`src/rtl/load_store_unit_pkg.sv`:
```
// Shared definitions for the load/store unit: FSM encodings, RV32I width codes
// and the request legality check.
package load_store_unit_pkg;

  typedef enum logic [1:0] {
    ST_IDLE  = 2'd0,
    ST_READ  = 2'd1,
    ST_WRITE = 2'd2,
    ST_RESP  = 2'd3
  } lsu_state_e;

  localparam logic [2:0] F3_LB  = 3'b000;
  localparam logic [2:0] F3_LH  = 3'b001;
  localparam logic [2:0] F3_LW  = 3'b010;
  localparam logic [2:0] F3_LBU = 3'b100;
  localparam logic [2:0] F3_LHU = 3'b101;
  localparam logic [2:0] F3_SB  = 3'b000;
  localparam logic [2:0] F3_SH  = 3'b001;
  localparam logic [2:0] F3_SW  = 3'b010;

  // Legal width code and natural alignment for the given byte offset.
  function automatic logic access_ok(input logic we, input logic [2:0] f3,
                                     input logic [1:0] lo);
    logic legal;
    logic aligned;
    if (we) legal = (f3 == F3_SB) || (f3 == F3_SH) || (f3 == F3_SW);
    else    legal = (f3 == F3_LB) || (f3 == F3_LH) || (f3 == F3_LW) ||
                    (f3 == F3_LBU) || (f3 == F3_LHU);
    aligned = 1'b1;
    if (f3[1:0] == 2'b01 && lo[0])      aligned = 1'b0;
    if (f3[1:0] == 2'b10 && lo != 2'b00) aligned = 1'b0;
    return legal && aligned;
  endfunction

endpackage

```
`src/rtl/load_store_unit_lane_mux.sv`:
```
// Byte/halfword lane handling: load extraction with sign/zero extension and
// read-modify-write merge of store data into a RAM word.
module lsu_lane_mux
  import load_store_unit_pkg::*;
(
  input  logic [31:0] word,
  input  logic [1:0]  lane,
  input  logic [2:0]  funct3,
  input  logic [31:0] wdata,
  output logic [31:0] load_data,
  output logic [31:0] store_data
);

  logic [7:0]  byte_v;
  logic [15:0] half_v;

  always_comb begin
    byte_v = 8'(word >> {lane, 3'b000});
    half_v = lane[1] ? word[31:16] : word[15:0];

    load_data = word;
    case (funct3)
      F3_LB:   load_data = {{24{byte_v[7]}}, byte_v};
      F3_LH:   load_data = {{16{half_v[15]}}, half_v};
      F3_LBU:  load_data = {24'h0, byte_v};
      F3_LHU:  load_data = {16'h0, half_v};
      default: load_data = word;
    endcase

    store_data = wdata;
    case (funct3)
      F3_SB: begin
        store_data = word;
        store_data[{lane, 3'b000} +: 8] = wdata[7:0];
      end
      F3_SH: begin
        store_data = word;
        if (lane[1]) store_data[31:16] = wdata[15:0];
        else         store_data[15:0]  = wdata[15:0];
      end
      default: store_data = wdata;
    endcase
  end

endmodule

```
`src/rtl/load_store_unit.sv`:
```
// Data-memory access unit: one load/store per request with RMW for sub-word
// stores and a one-cycle done pulse.
//   state | meaning
//   IDLE  | waiting for req
//   READ  | RAM read in flight, counter runs down to 0
//   WRITE | single-cycle RAM write strobe
//   RESP  | done pulse, err valid
module load_store_unit
  import load_store_unit_pkg::*;
#(
  parameter int ADDR_W = 8,
  parameter int RD_LAT = 2
) (
  input  logic              clk,
  input  logic              rst,
  input  logic              req,
  input  logic              we_req,
  input  logic [2:0]        funct3,
  input  logic [31:0]       addr,
  input  logic [31:0]       wdata,
  output logic              busy,
  output logic              done,
  output logic              err,
  output logic [31:0]       rdata,
  output logic [1:0]        state,
  output logic [ADDR_W-1:0] ram_adr,
  output logic              ram_we,
  output logic [31:0]       ram_din,
  input  logic [31:0]       ram_dout
);

  localparam int CNT_W = (RD_LAT > 1) ? $clog2(RD_LAT) : 1;

  lsu_state_e        state_q, state_d;
  logic              we_q;
  logic [2:0]        f3_q;
  logic [1:0]        lo_q;
  logic [31:0]       wdata_q;
  logic              err_q;
  logic [31:0]       buf_q;
  logic [CNT_W-1:0]  cnt_q;
  logic [31:0]       rdata_q;
  logic [ADDR_W-1:0] adr_q;

  logic              req_ok;
  logic [31:0]       mux_word;
  logic [31:0]       load_data;
  logic [31:0]       store_data;
  logic              addr_unused;

  assign addr_unused = ^addr[31:ADDR_W+2];
  assign req_ok      = access_ok(we_req, funct3, addr[1:0]);

  // While the read completes, format straight from the RAM so rdata is valid with done.
  assign mux_word = (state_q == ST_READ) ? ram_dout : buf_q;

  lsu_lane_mux u_lane_mux (
    .word       (mux_word),
    .lane       (lo_q),
    .funct3     (f3_q),
    .wdata      (wdata_q),
    .load_data  (load_data),
    .store_data (store_data)
  );

  always_comb begin
    state_d = state_q;
    case (state_q)
      ST_IDLE: begin
        if (req) begin
          if (!req_ok)                           state_d = ST_RESP;
          else if (we_req && funct3 == F3_SW)    state_d = ST_WRITE;
          else                                   state_d = ST_READ;
        end
      end
      ST_READ:  if (cnt_q == '0) state_d = we_q ? ST_WRITE : ST_RESP;
      ST_WRITE: state_d = ST_RESP;
      ST_RESP:  state_d = ST_IDLE;
      default:  state_d = ST_IDLE;
    endcase
  end

  always_ff @(posedge clk or posedge rst) begin
    if (rst) begin
      state_q <= ST_IDLE;
      we_q    <= 1'b0;
      f3_q    <= '0;
      lo_q    <= '0;
      wdata_q <= '0;
      err_q   <= 1'b0;
      buf_q   <= '0;
      cnt_q   <= '0;
      rdata_q <= '0;
      adr_q   <= '0;
    end else begin
      state_q <= state_d;
      case (state_q)
        ST_IDLE: begin
          if (req) begin
            we_q    <= we_req;
            f3_q    <= funct3;
            lo_q    <= addr[1:0];
            wdata_q <= wdata;
            adr_q   <= addr[ADDR_W+1:2];
            err_q   <= !req_ok;
            cnt_q   <= CNT_W'(RD_LAT - 1);
          end
        end
        ST_READ: begin
          if (cnt_q != '0) begin
            cnt_q <= cnt_q - CNT_W'(1);
          end else begin
            buf_q <= ram_dout;
            if (!we_q) rdata_q <= load_data;
          end
        end
        default: ;
      endcase
    end
  end

  assign busy    = (state_q != ST_IDLE);
  assign done    = (state_q == ST_RESP);
  assign err     = (state_q == ST_RESP) && err_q;
  assign ram_we  = (state_q == ST_WRITE);
  assign ram_din = (state_q == ST_WRITE) ? store_data : 32'h0;
  assign ram_adr = adr_q;
  assign rdata   = rdata_q;
  assign state   = state_q;

endmodule

```
`config.mk`:
```
export PLATFORM = sky130hd
export DESIGN_NAME = load_store_unit
export DESIGN_NICKNAME = d
export VERILOG_FILES = /design/src/rtl/load_store_unit_pkg.sv /design/src/rtl/load_store_unit_lane_mux.sv /design/src/rtl/load_store_unit.sv
export SDC_FILE = /design/constraint.sdc
export NUM_CORES = 1
export LEC_CHECK = 0
export CAP_MARGIN = 20
export CORE_MARGIN = 2
export CORE_UTILIZATION = 35
export CTS_BUF_LIST = sky130_fd_sc_hd__clkbuf_8
export CTS_CLUSTER_DIAMETER = 200
export DETAILED_ROUTE_END_ITERATION = 10
export DONT_BUFFER_PORTS = 1
export PLACE_DENSITY = 0.57
export SLEW_MARGIN = 20
export SYNTH_ARGS = -nofsm -noshare
export SYNTH_HDL_FRONTEND = slang
export SYNTH_SLANG_ARGS = --single-unit
```
`constraint.sdc`:
```
create_clock -name clk -period 6.49 [get_ports clk]
set_input_delay 1.298 -clock clk [delete_from_list [all_inputs] [get_ports clk]]
set_output_delay 1.298 -clock clk [all_outputs]
set_load 0.01 [all_outputs]
```
## Word-level counts from Yosys, hierarchy flattened

Index checks and enable logic that the tools add are counted.

| cells by class | value |
|---|---|
| shift-type cells | 3 |
| eq/ne operators | 14 |
| multiplexer cells | 20 |
| reduce and logical (&&, ||, !) cells | 21 |
| bitwise logic cells | 2 |
| add/subtract/negate cells | 2 |

Operators by type and width:

| cell | count |
|---|---|
| case mux 32 bit (4 select lines) | 1 |
| two-way mux 32 bit | 2 |
| case mux 32 bit (2 select lines) | 1 |
| two-way mux 16 bit | 3 |
| bitwise mux 32 bit | 1 |
| variable shift 8 x 7 -> 32 bit (first input constant) | 1 |
| indexed part select 8 x 7 -> 32 bit | 1 |
| >> shifter 32 x 5 -> 8 bit | 1 |
| equality test 3 bit (second input constant) | 4 |
| two-way mux 2 bit | 4 |
| case mux 2 bit (4 select lines) | 1 |
| AND reduction 2 bit | 4 |
| negation 5 -> 7 bit | 1 |
| equality test 2 bit (second input constant) | 3 |
| equality test 3 x 1 -> 1 bit (second input constant) | 2 |
| zero test 3 bit | 2 |
| two-way mux 1 bit | 6 |
| nonzero test 2 bit | 3 |
| logical AND 1 bit | 5 |
| equality test 2 x 1 -> 1 bit (second input constant) | 2 |
| logical OR 1 bit | 4 |
| != test 2 bit (second input constant) | 2 |
| equality test 3 x 2 -> 1 bit (second input constant) | 1 |
| AND reduction 3 bit | 1 |
| other kinds (5) | 6 |

| storage, ports and cells | value |
|---|---|
| input bits | 103 |
| output and inout port bits | 78 |
| register bits after elaboration | 114 |

## Longest topological paths before layout

Gate-level depths: netlist of run 1.

| depth | value |
|---|---|
| depth after elaboration | 10 |
| mapped depth | 9 |

## By module

Synthesis of run 1 repeated with hierarchy kept, for this count alone.

| second synthesis, totals | value |
|---|---|
| cell total of the unflattened synthesis | 617 |
| area total of the unflattened synthesis | 6911.6 um^2 |

By module, submodules not included:

| module | cells an instance | instances | area each (um^2) |
|---|---|---|---|
| load_store_unit | 342 | 1 | 5128.7 |
| lsu_lane_mux | 275 | 1 | 1783.0 |

## Worst setup path after synthesis of run 1

Ideal clock, no wire load.

| timing path | value |
|---|---|
| path kind | register to output |
| start point | reg lo_q[1] |
| end point | out ram_din[26] |
| data required time | 5.192 ns |
| path buffers | 3 |
| cell stages (with the launch flop) | 10 |
| arrival | 2.084 ns |
| setup slack | 3.108 ns |
| cells stage by stage | dfrtp_1 > buf_6 > buf_4 > inv_1 > ha_1 > nor4bb_1 > clkbuf_1 > a22oi_1 > o211ai_1 > o211a_1 |

| on the way | value |
|---|---|
| word-level cells in the longest chain between the ends | 5 |
| elaborated cells between the ends (all ways) | 7 |
| those cells by class | 1 x add/sub; 2 x shift; 4 x mux |

RTL lines:

| element | RTL line | RTL |
|---|---|---|
| start, declared | load_store_unit.sv:37 | `logic [1:0] lo_q;` |
| start signal, assigned | load_store_unit.sv:102 | `lo_q <= addr[1:0];` |
| negation 5 -> 7 bit | load_store_unit_lane_mux.sv:34 | `store_data[{lane, 3'b000} +: 8] = wdata[7:0];` |
| indexed part select 8 x 7 -> 32 bit or variable shift 8 x 7 -> 32 bit (tied branches) | load_store_unit_lane_mux.sv:34 |  |
| bitwise mux 32 bit | load_store_unit_lane_mux.sv:34 |  |
| case mux 32 bit (2 select lines) (*) | load_store_unit_lane_mux.sv:31 | `case (funct3)` |
| two-way mux 32 bit (*) | load_store_unit.sv:126 | `assign ram_din = (state_q == ST_WRITE) ? store_data : 32'h0;` |
| end, declared | load_store_unit.sv:28 | `output logic [31:0] ram_din,` |

Mark *: on every way between the ends. The rest lies on a longest branch, timed or not.

## Final worst setup path of run 1

| timing path | value |
|---|---|
| start point | reg lo_q[0] |
| end point | out ram_din[27] |

| on the way | value |
|---|---|
| word-level cells in the longest chain between the ends | 5 |
| elaborated cells between the ends (all ways) | 6 |
| those cells by class | 1 x add/sub; 2 x shift; 3 x mux |

RTL lines:

| element | RTL line |
|---|---|
| negation 5 -> 7 bit (*) | load_store_unit_lane_mux.sv:34 |
| indexed part select 8 x 7 -> 32 bit or variable shift 8 x 7 -> 32 bit (tied branches) | load_store_unit_lane_mux.sv:34 |
| bitwise mux 32 bit (*) | load_store_unit_lane_mux.sv:34 |
| case mux 32 bit (2 select lines) (*) | load_store_unit_lane_mux.sv:31 |
| two-way mux 32 bit (*) | load_store_unit.sv:126 |

Marked as above.

==> results of run 1 <==
## routing by layer
metal	track usage, %	share of wire (%)
met1	26.09	43
met2	29.58	45
met3	7.779	11
met4	5.421	1.2
met5	0	0.14
## state kept, by name, summed over array words and instances, names as in the netlist
name	flops
rdata	32
buf_q	32
err_q	1
wdata_q	32
cnt_q	1
lo_q	2
we_q	1
f3_q	3
ram_adr	8
state	2
## how the worst min path moves through the flow
| stage | slack (ps) | to |
|---|---|---|
| floorplan | 440 | err_q |
| global placement | 460 | err_q |
| detailed placement | 470 | err_q |
| CTS | 490 | err_q |
| global route | 510 | err_q |
| finish | 480 | err_q |
## placed cells by master, fill, tap and decap left out, types with 2 or more instances in the layout
| cell type | count |
|---|---|
| o21ai_0 | 19 |
| nand2b_1 | 12 |
| inv_1 | 11 |
| o22ai_1 | 12 |
| nor2_1 | 24 |
| mux2_2 | 109 |
| a222oi_1 | 8 |
| clkbuf_8 | 17 |
| and2_1 | 7 |
| a22o_1 | 2 |
| diode_2 | 2 |
| a21o_1 | 2 |
| nor4_1 | 2 |
| ha_1 | 8 |
| dfrtp_1 | 114 |
| o31ai_1 | 6 |
| mux2i_1 | 8 |
| nand3b_1 | 16 |
| buf_4 | 8 |
| nand3_1 | 5 |
| a21oi_1 | 20 |
| a31oi_1 | 16 |
| clkinv_4 | 4 |
| bufinv_16 | 4 |
| a22oi_1 | 15 |
| nor2b_1 | 20 |
| o211a_1 | 8 |
| clkinv_2 | 3 |
| nor3_2 | 2 |
| o211ai_1 | 17 |
| a31oi_2 | 10 |
| nand2_1 | 34 |
| mux4_2 | 7 |
## cell families after synthesis
| logic type | share of synthesized area [%] |
|---|---|
| buf+inv | 4.503 |
| fa+ha+maj | 1.717 |
| flops | 43.50 |
| mux | 22.34 |
| compound gates | 16.81 |
| simple gates | 11.12 |
## critical path: cells and delay by family (launching register included)
kind | cells | cell delay [ps]
adder cells (fa/ha/maj) | 1 | 380
flip-flops | 1 | 620
buffers and inverters | 1 | 180
AO/OA/AOI/OAI | 3 | 790
AND/OR/NAND/NOR | 1 | 710
## Yosys cell counts (2+ instances only)
cell      number
nor2_1        24
nor4bb_1       2
o211ai_1      17
dfrtp_1      114
mux4_2         7
inv_1         11
a31oi_2       10
a31oi_1       16
o211a_1        8
buf_2         14
clkbuf_1      19
nand2_1       35
buf_4          3
a22o_1         2
ha_1           9
mux2i_1        8
nand3b_1      16
o22ai_1       12
a21o_1         2
nor2b_1       20
o31ai_1        6
buf_6          8
a222oi_1       8
and2_1         7
a22oi_1       15
mux2_2       109
nor4_1         2
nor3_2         2
nand3_1        5
nand2b_1      12
o21ai_0       19
a21oi_1       20
## power groups by stage
| stage | Combinational [mW] | Clock (mW) | Sequential, mW |
|---|---|---|---|
| global route | 2.37 | 0.779 | 1.50 |
| global placement | 2.11 | 0 | 1.44 |
| CTS | 2.18 | 0.750 | 1.45 |
| finish | 2.17 | 0.726 | 1.45 |
| detailed placement | 2.17 | 0 | 1.47 |
| floorplan | 1.77 | 0 | 1.33 |
## cell type report
type | count | area (µm²)
Inverter | 11 | 43.79
Timing Repair Buffer | 8 | 60.06
Tap cell | 234 | 292.8
Multi-Input combinational cell | 411 | 3442
Fill cell | 1826 | 11400
Clock buffer | 17 | 234.0
Sequential cell | 114 | 2853
Antenna cell | 2 | 5.005
Clock inverter | 14 | 190.2
==> results.yml, run 1 <==
run_status:
  status: "finished clean"
sta:
  min_period_ps: 4425
  whs_ps: 478.2
  final_max_slew_viol_count: 0
  tns_ps: 0
  period_share_pct: 68.18
  hold_viol: 0
  tightest_slew_ps: 996.6
  grt_setup_unrepaired: "false"
  setup_viol: 0
  timing.slew.headroom_pct: 33.56
  fin_worst_skew_ps: 11.21
  fmax_ghz: 0.2260
  setup_slack_ps: 2065
die:
  start_util_pct: 35.41
  dieArea_um2: 19850
  pin_count: 181
  design.core.area_um2: 18520
  fp.dieW_um: 140.9
  die_h_um: 140.9
  rows: 50
clock_tree:
  cts.sinks: 114
  clk_pin_slew_worst_paths_ps: 70
  cts_root_buf: "clkbuf_8"
  ctsResizeCount: 0
  cts_max_level: 4
  numCtsBuffers: 17
  cts_hold_buf: 0
  cts_tree: "built"
  worstSkewPairLatency_ps: 440
  post_cts_buffers: 0
  clockBufferDepth: 2
power:
  max-vdd-ir-drop_uv: 172.7
  seqPwrFrac_pct: 33.4
  switching_share_pct: 43.74
  clock_power_share_pct: 16.7
  power_mw: 4.353
  combPwrFrac_pct: 50.0
  p_int_mw: 2.449
  p_leak_nw: 2.834
  p_per_area_nw_per_um2: 611.3
  p_sw_mw: 1.904
logic_synthesis:
  synth_ff_type: "dfrtp_1"
  synth_area_per_cell_um2: 11.31
  synth_area_leaders: "dfrtp_1, mux2_2, mux4_2"
  async_reset_ff_share_pct: 100.0
  ys_ff_latch: 114
  ys_types: 50
  ys_seq_area_share_pct: 43.50
  ys_warn_count: 0
  yosysTopAreaCell: "dfrtp_1"
  syn-cell-area_um2: 6558
  synth_edf_count: 0
  postSynthCellCount: 580
  synth_top_area_share_pct: 43.50
  synthesis.nets: 692
setup_path:
  cp.required_ps: 5190
  crit_path_max_fanout: 12
  reg2reg_depth: 6
  slowest_stage: "nor4bb_2"
  r2r_setup_slack_ps: 3400
  start_kind: "flip-flop"
  worstPathCellList: "inv_1, ha_1, nor4bb_2, a22oi_1, o211ai_1, o211a_1"
  critPathLaunch: "lo_q[0]"
  cp-endpoint: "ram_din[27]"
  r2r-start: "state[1]"
  rr_endpoint: "rdata[18]"
  slowest_delay_ps: 710
  end_kind: "output pin"
  cp.arrival_ps: 3130
  critical_path_class: "flip-flop to output pin"
placed_design:
  placed_cells: 778
  io_buffers: 0
  dpl_cell_area_um2: 6676
  routabilityCongestion: 0.8154
  place.detailed.hpwl_um: 14080
  pre_cts_ws_ps: 2539
global_routing:
  grt_pass1_wl_um: 29250
  grt_overflow: 0
  first_global_vias: 4887
  antenna_found_initial: 3
  grt_max_degree: 60
  grtUsageTotal_pct: 19.55
drt:
  dr.pass1.iters: 7
  drc: 0
  avgRoutedWirePerCell_um: 23.57
  drt_iter0_markers: 447
  vias_per_cell: 5.834
  ant_nets: 0
  wl_um: 19120
  routed-via-count: 4731
flow_run:
  max-cap-violations: 0
worst_hold_path:
  min_from: "err_q"
  holdPathStages: 2
  min_path_type: "flip-flop to flip-flop"
final_layout:
  design_area_um2: 7121
  post-route-util_pct: 38.45
  layout-drive-gt1-share_pct: 30.78
  final_cells: 811
  nNetsFinal: 675
  syn2layout_area_growth_pct: 8.586
Power figures use the tool's default switching activity.
==> inputs of run 2 (changes only) <==
Settings changed: PLACE_DENSITY 0.57 to 0.59.
Clock period 6.49 ns to 3.55 ns, I/O delays scaled along.
==> run 2 against run 1 <==
Against the previous run:
- sequential cell count unchanged
- global-route usage hardly changed
- final cell count increased by 3.0%
==> results.yml, run 2 (same netlist as run 1, synthesis figures left out) <==
sta:
  final_max_slew_viol_count: 0
  fmax_ghz: 0.2927
  fin_worst_skew_ps: 11.88
  tns_ps: 0
  tightest_slew_ps: 724.0
  min_period_ps: 3417
  whs_ps: 153.1
  hold_viol: 0
  period_share_pct: 96.25
  grt_setup_unrepaired: "false"
  timing.slew.headroom_pct: 51.73
  setup_viol: 0
clock_tree:
  cts_tree: "built"
  worstSkewPairLatency_ps: 450
  cts_max_level: 4
  clk_pin_slew_worst_paths_ps: 70
  post_cts_buffers: 0
  cts.sinks: 114
  cts_root_buf: "clkbuf_8"
  numCtsBuffers: 17
  clockBufferDepth: 2
die:
  start_util_pct: 35.41
  rows: 50
  fp.dieW_um: 140.9
  pin_count: 181
  die_h_um: 140.9
  dieArea_um2: 19850
  design.core.area_um2: 18520
global_routing:
  first_global_vias: 4981
  grt_pass1_wl_um: 29270
  antenna_found_initial: 5
  grt_overflow: 0
  grtUsageTotal_pct: 19.56
  grt_max_degree: 94
power:
  max-vdd-ir-drop_uv: 433.5
  p_int_mw: 4.604
  switching_share_pct: 43.12
  p_per_area_nw_per_um2: 1109
  p_sw_mw: 3.490
  p_leak_nw: 2.946
  combPwrFrac_pct: 51.5
  seqPwrFrac_pct: 32.7
  clock_power_share_pct: 15.8
drt:
  dr.pass1.iters: 6
  routed-via-count: 4916
  drt_iter0_markers: 366
  vias_per_cell: 5.887
  ant_nets: 0
  drc: 0
  avgRoutedWirePerCell_um: 22.90
  wl_um: 19120
setup_path:
  start_kind: "flip-flop"
  critical_path_class: "flip-flop to output pin"
  slowest_stage: "a222oi_1"
  slowest_delay_ps: 480
  cp.arrival_ps: 2710
  crit_path_max_fanout: 37
  end_kind: "output pin"
  worstPathCellList: "inv_1, ha_4, mux2_2, a222oi_1, nor2b_1, buf_4"
  cp.required_ps: 2840
run_status:
  status: "finished clean"
final_layout:
  nFillCells: 1787
  syn2layout_area_growth_pct: 11.28
  layout_common_cells: "dfrtp_1, mux2_2, nand2_1, buf_4, nor2_1"
  nNetsFinal: 698
  layout-drive-gt1-share_pct: 33.44
  layout_commonest_cell: "dfrtp_1"
  post-route-util_pct: 39.41
flow_run:
  max-cap-violations: 0
placed_design:
  place.detailed.hpwl_um: 14330
  io_buffers: 0
  routabilityCongestion: 0.9010
worst_hold_path:
  min_path_type: "input port to async pin"
run 2: cell count changes in the layout (fill, tap and decap cells not counted), sizes merged:
cell      delta
clkinv       -3
clkbuf       +3
bufinv       -1
buf         +23
clkinvlp     +3
inv          -2
diode        +1
run 2: critical path, delay by kind of cell (launching register included):
kind            cells  cell delay (ps)
fa+ha+maj           1              460
simple gates        1              110
buf+inv             2              310
mux                 1              420
flops               1              460
compound gates      1              480
run 2: final timing paths:
path / start / to / slack [ps] / depth (start not counted)
max in group asynchronous: rst / wdata_q[20] / 2550 / 2
max reg2reg: state[1] / rdata[24] / 1100 / 6
min reg2reg: buf_q[20] / buf_q[20] / 500 / 1
min in group clk: ram_dout[7] / buf_q[7] / 400 / 1
min: rst / rdata[14] / 150 / 1
max: state[1] / ram_din[10] / 130 / 6
run 2: repair_timing:
action	in CTS	in global routing
cloned	0	0
setup endpoints to repair	26	4
resized for setup	1	1
hold buffers	0	0
run 2: power groups by stage:
stage / Sequential, mW / Combinational [mW] / Clock, mW
global route: 2.72 / 4.53 / 1.38
CTS: 2.65 / 4.16 / 1.32
global placement: 2.62 / 4.05 / 0
floorplan: 2.43 / 3.24 / 0
detailed placement: 2.67 / 4.14 / 0
finish: 2.65 / 4.17 / 1.28
run 2: cell type report:
cell class,count,area [µm²],area share [%]
diodes,3,7.507,0.1029
clock buffers,20,275.3,3.772
clock inverters,11,136.4,1.869
inverters,11,45.04,0.6173
multi-input cells,411,3442,47.17
flip-flops and latches,114,2853,39.09
well taps,234,292.8,4.012
repair buffers,31,245.2,3.361
run 2: through the flow:
step / setup WS [ps] / total power, mW / std cells / instance area (µm²)
after global placement: 399.6 / 6.673 / 801 / 6857
final: 133.0 / 8.094 / 835 / 7297
after CTS: 153.1 / 8.127 / 832 / 7278
after detailed placement: 364.3 / 6.806 / 801 / 6857
after floorplan: 755.6 / 5.673 / 580 / 6561
after global routing: 21.46 / 8.629 / 834 / 7295
run 2: routing by layer:
| metal | vias up | share of wire, % | GRT usage [%] | wire (µm) |
|---|---|---|---|---|
| met5 | - | 0.20 | 0 | 39 |
| met4 | 6 | 2.7 | 7.789 | 508 |
| met3 | 39 | 9.1 | 6.861 | 1731 |
| met2 | 218 | 46 | 30.68 | 8815 |
| met1 | 2454 | 42 | 24.81 | 8025 |
| li1 | 2199 | - | - | - |
==> inputs of run 3 (changes only) <==
Settings changed: CELL_PAD_IN_SITES_DETAIL_PLACEMENT set to 2, CELL_PAD_IN_SITES_GLOBAL_PLACEMENT set to 2, PLACE_DENSITY 0.59 to 0.81, SYNTH_HIERARCHICAL set to 1.
==> run 3 against run 2 <==
Against the previous run:
- non-clock buffer count decreased by 17
- power is 8.6% higher
- global-route usage increased by 2.7 points
- count of clock-buffer cells in the layout down 2
- clock skew up 4.0 ps
- utilization is 0.53 points lower
- worst setup slack better by 41 ps
==> results.yml, run 3 <==
drt:
  ant_nets: 0
  drt_iter0_markers: 323
  routed-via-count: 5152
  avgRoutedWirePerCell_um: 25.93
  drc: 0
  wl_um: 22840
  dr.pass1.iters: 5
  vias_per_cell: 5.848
final_layout:
  layout_commonest_cell: "mux2_2"
  layout_common_cells: "mux2_2, dfrtp_1, nand2_1, and2_1, mux2_4"
  layout-drive-gt1-share_pct: 33.28
  final_cells: 881
  nNetsFinal: 715
  antenna_cells: 0
  syn2layout_area_growth_pct: 9.124
power:
  clock_power_share_pct: 13.5
  max-vdd-ir-drop_uv: 454.9
  p_leak_nw: 3.156
  seqPwrFrac_pct: 30.7
  power_mw: 8.791
  combPwrFrac_pct: 55.7
  p_per_area_nw_per_um2: 1166
  p_sw_mw: 4.006
  switching_share_pct: 45.57
  p_int_mw: 4.786
global_routing:
  grt_pass1_wl_um: 34740
  antenna_found_initial: 0
  grtUsageTotal_pct: 22.31
  grt_max_degree: 115
  grt_overflow: 0
  first_global_vias: 5719
worst_hold_path:
  min_path_type: "input port to async pin"
clock_tree:
  cts_max_level: 4
  worstSkewPairLatency_ps: 460
  cts_root_buf: "clkbuf_8"
  cts.sinks: 114
  clockBufferDepth: 2
  clk_pin_slew_worst_paths_ps: 70
  cts_hold_buf: 0
  cts_tree: "built"
  numCtsBuffers: 17
setup_path:
  r2r_setup_slack_ps: 550
  worstPathCellList: "ha_1, nor4_1, a22oi_1, o221ai_1, and2_1"
  cp.arrival_ps: 2670
  cp.required_ps: 2840
  slowest_delay_ps: 870
  rr_endpoint: "rdata[22]"
  end_kind: "output pin"
  critical_path_class: "flip-flop to output pin"
  crit_path_max_fanout: 11
  critPathTopFamily: "simple AND/OR/NAND/NOR gates"
  r2r-start: "state[1]"
  critPathBufInv: 0
  start_kind: "flip-flop"
  reg2reg_depth: 9
  slowest_stage: "nor4_1"
logic_synthesis:
  ys_seq_area_share_pct: 41.27
  synthesis.nets: 729
  async_reset_ff_share_pct: 100.0
  syn-cell-area_um2: 6912
  ys_types: 48
  ys_warn_count: 6
  synth_area_per_cell_um2: 11.20
  yosysTopAreaCell: "dfrtp_1"
  yosys-top-cells-count: "dfrtp_1, mux2_2, nand2_1"
  synth_area_leaders: "dfrtp_1, mux2_2, mux2_4"
  synth_ff_type: "dfrtp_1"
  postSynthCellCount: 617
  synth_edf_count: 0
  synth_top_area_share_pct: 41.27
  ys_ff_latch: 114
placed_design:
  placed_cells: 848
  io_buffers: 0
  place.detailed.hpwl_um: 16700
  routabilityCongestion: 0.8764
sta:
  min_period_ps: 3376
  fin_worst_skew_ps: 15.87
  whs_ps: 280.9
  final_max_slew_viol_count: 0
  period_share_pct: 95.11
  setup_viol: 0
  fmax_ghz: 0.2962
  tns_ps: 0
  grt_setup_unrepaired: "false"
  tightest_slew_ps: 1062
  hold_viol: 0
  timing.slew.headroom_pct: 28.54
die:
  pin_count: 181
  fp.dieW_um: 144.5
  rows: 51
  start_util_pct: 35.63
  die_h_um: 144.5
  dieArea_um2: 20890
  design.core.area_um2: 19400
flow_run:
  max-cap-violations: 0
run_status:
  status: "finished clean"
-- run 3: changes by cell type after synthesis, moves of 11 or more --
| cell | before | now |
|---|---|---|
| mux2_4 | 0 | 30 |
| a31oi_1 | 16 | 0 |
| and2_1 | 7 | 35 |
| o221ai_1 | 1 | 21 |
| nor2_1 | 24 | 7 |
| o211ai_1 | 17 | 3 |
| nand2_1 | 35 | 46 |
| a221oi_1 | 1 | 16 |
| nand3b_1 | 16 | 1 |
| inv_1 | 11 | 25 |
-- run 3: worst reg2reg max path, stage by stage (launching register included) --
cell       delay [ps]
dfrtp_1           460
inv_1             140
ha_4              190
clkbuf_16         210
mux2_2            440
mux4_2            550
a22oi_2           250
buf_4             270
nand2_1           100
mux2_4            270
-- run 3: cell families after synthesis --
group / share of synthesized area, %
buf+inv: 5.123
flops: 41.27
simple gates: 11.42
mux: 26.57
fa+ha+maj: 1.629
compound gates: 13.98
-- run 3: metrics by stage --
step	util (%)	setup WS, ps	instance area (µm²)
CTS	38.64	108.7	7496
global placement	36.69	635.0	7118
detailed placement	36.69	546.4	7118
floorplan	-	322.0	6915
finish	38.88	173.7	7542
global route	38.88	49.48	7542
-- run 3: cell type report --
cell class	count	area (µm²)
fillers	2071	11860
multi-input cells	431	3734
flip-flops and latches	114	2854
well taps	265	331.6
clock buffers	18	247.7
repair buffers	14	147.6
clock inverters	14	130.1
inverters	25	97.59
-- run 3: power by group through the flow --
stage / clock, mW / sequential [mW] / combinational (mW)
after floorplan: 0 / 2.41 / 3.75
after global placement: 0 / 2.65 / 4.53
after detailed placement: 0 / 2.72 / 4.81
after CTS: 1.23 / 2.70 / 4.85
after global routing: 1.30 / 2.79 / 5.31
final: 1.19 / 2.70 / 4.90
-- run 3: routing by layer --
layer	GRT usage, %	vias up	wire length (µm)
li1	-	2249	-
met1	27.71	2704	9550
met2	36.52	177	11130
met3	7.881	22	1829
met4	6.745	0	331
met5	0	-	0
-- run 3: worst max path at each step --
stage                     startpoint     endpoint  slack [ps]  cells after the start
final                        lo_q[0]  ram_din[11]         170                      5
after floorplan              lo_q[1]   ram_din[1]         320                      9
after global placement      state[1]  ram_din[19]         630                      8
after global routing        state[1]  ram_din[19]          50                      8
after CTS                    lo_q[0]  ram_din[11]         110                      5
after detailed placement    state[1]    rdata[13]         550                      8
-- run 3: what timing repair did --
item	CTS	global route
buffers inserted	0	0
gates resized for setup	0	3
endpoints found under the setup margin	0	4
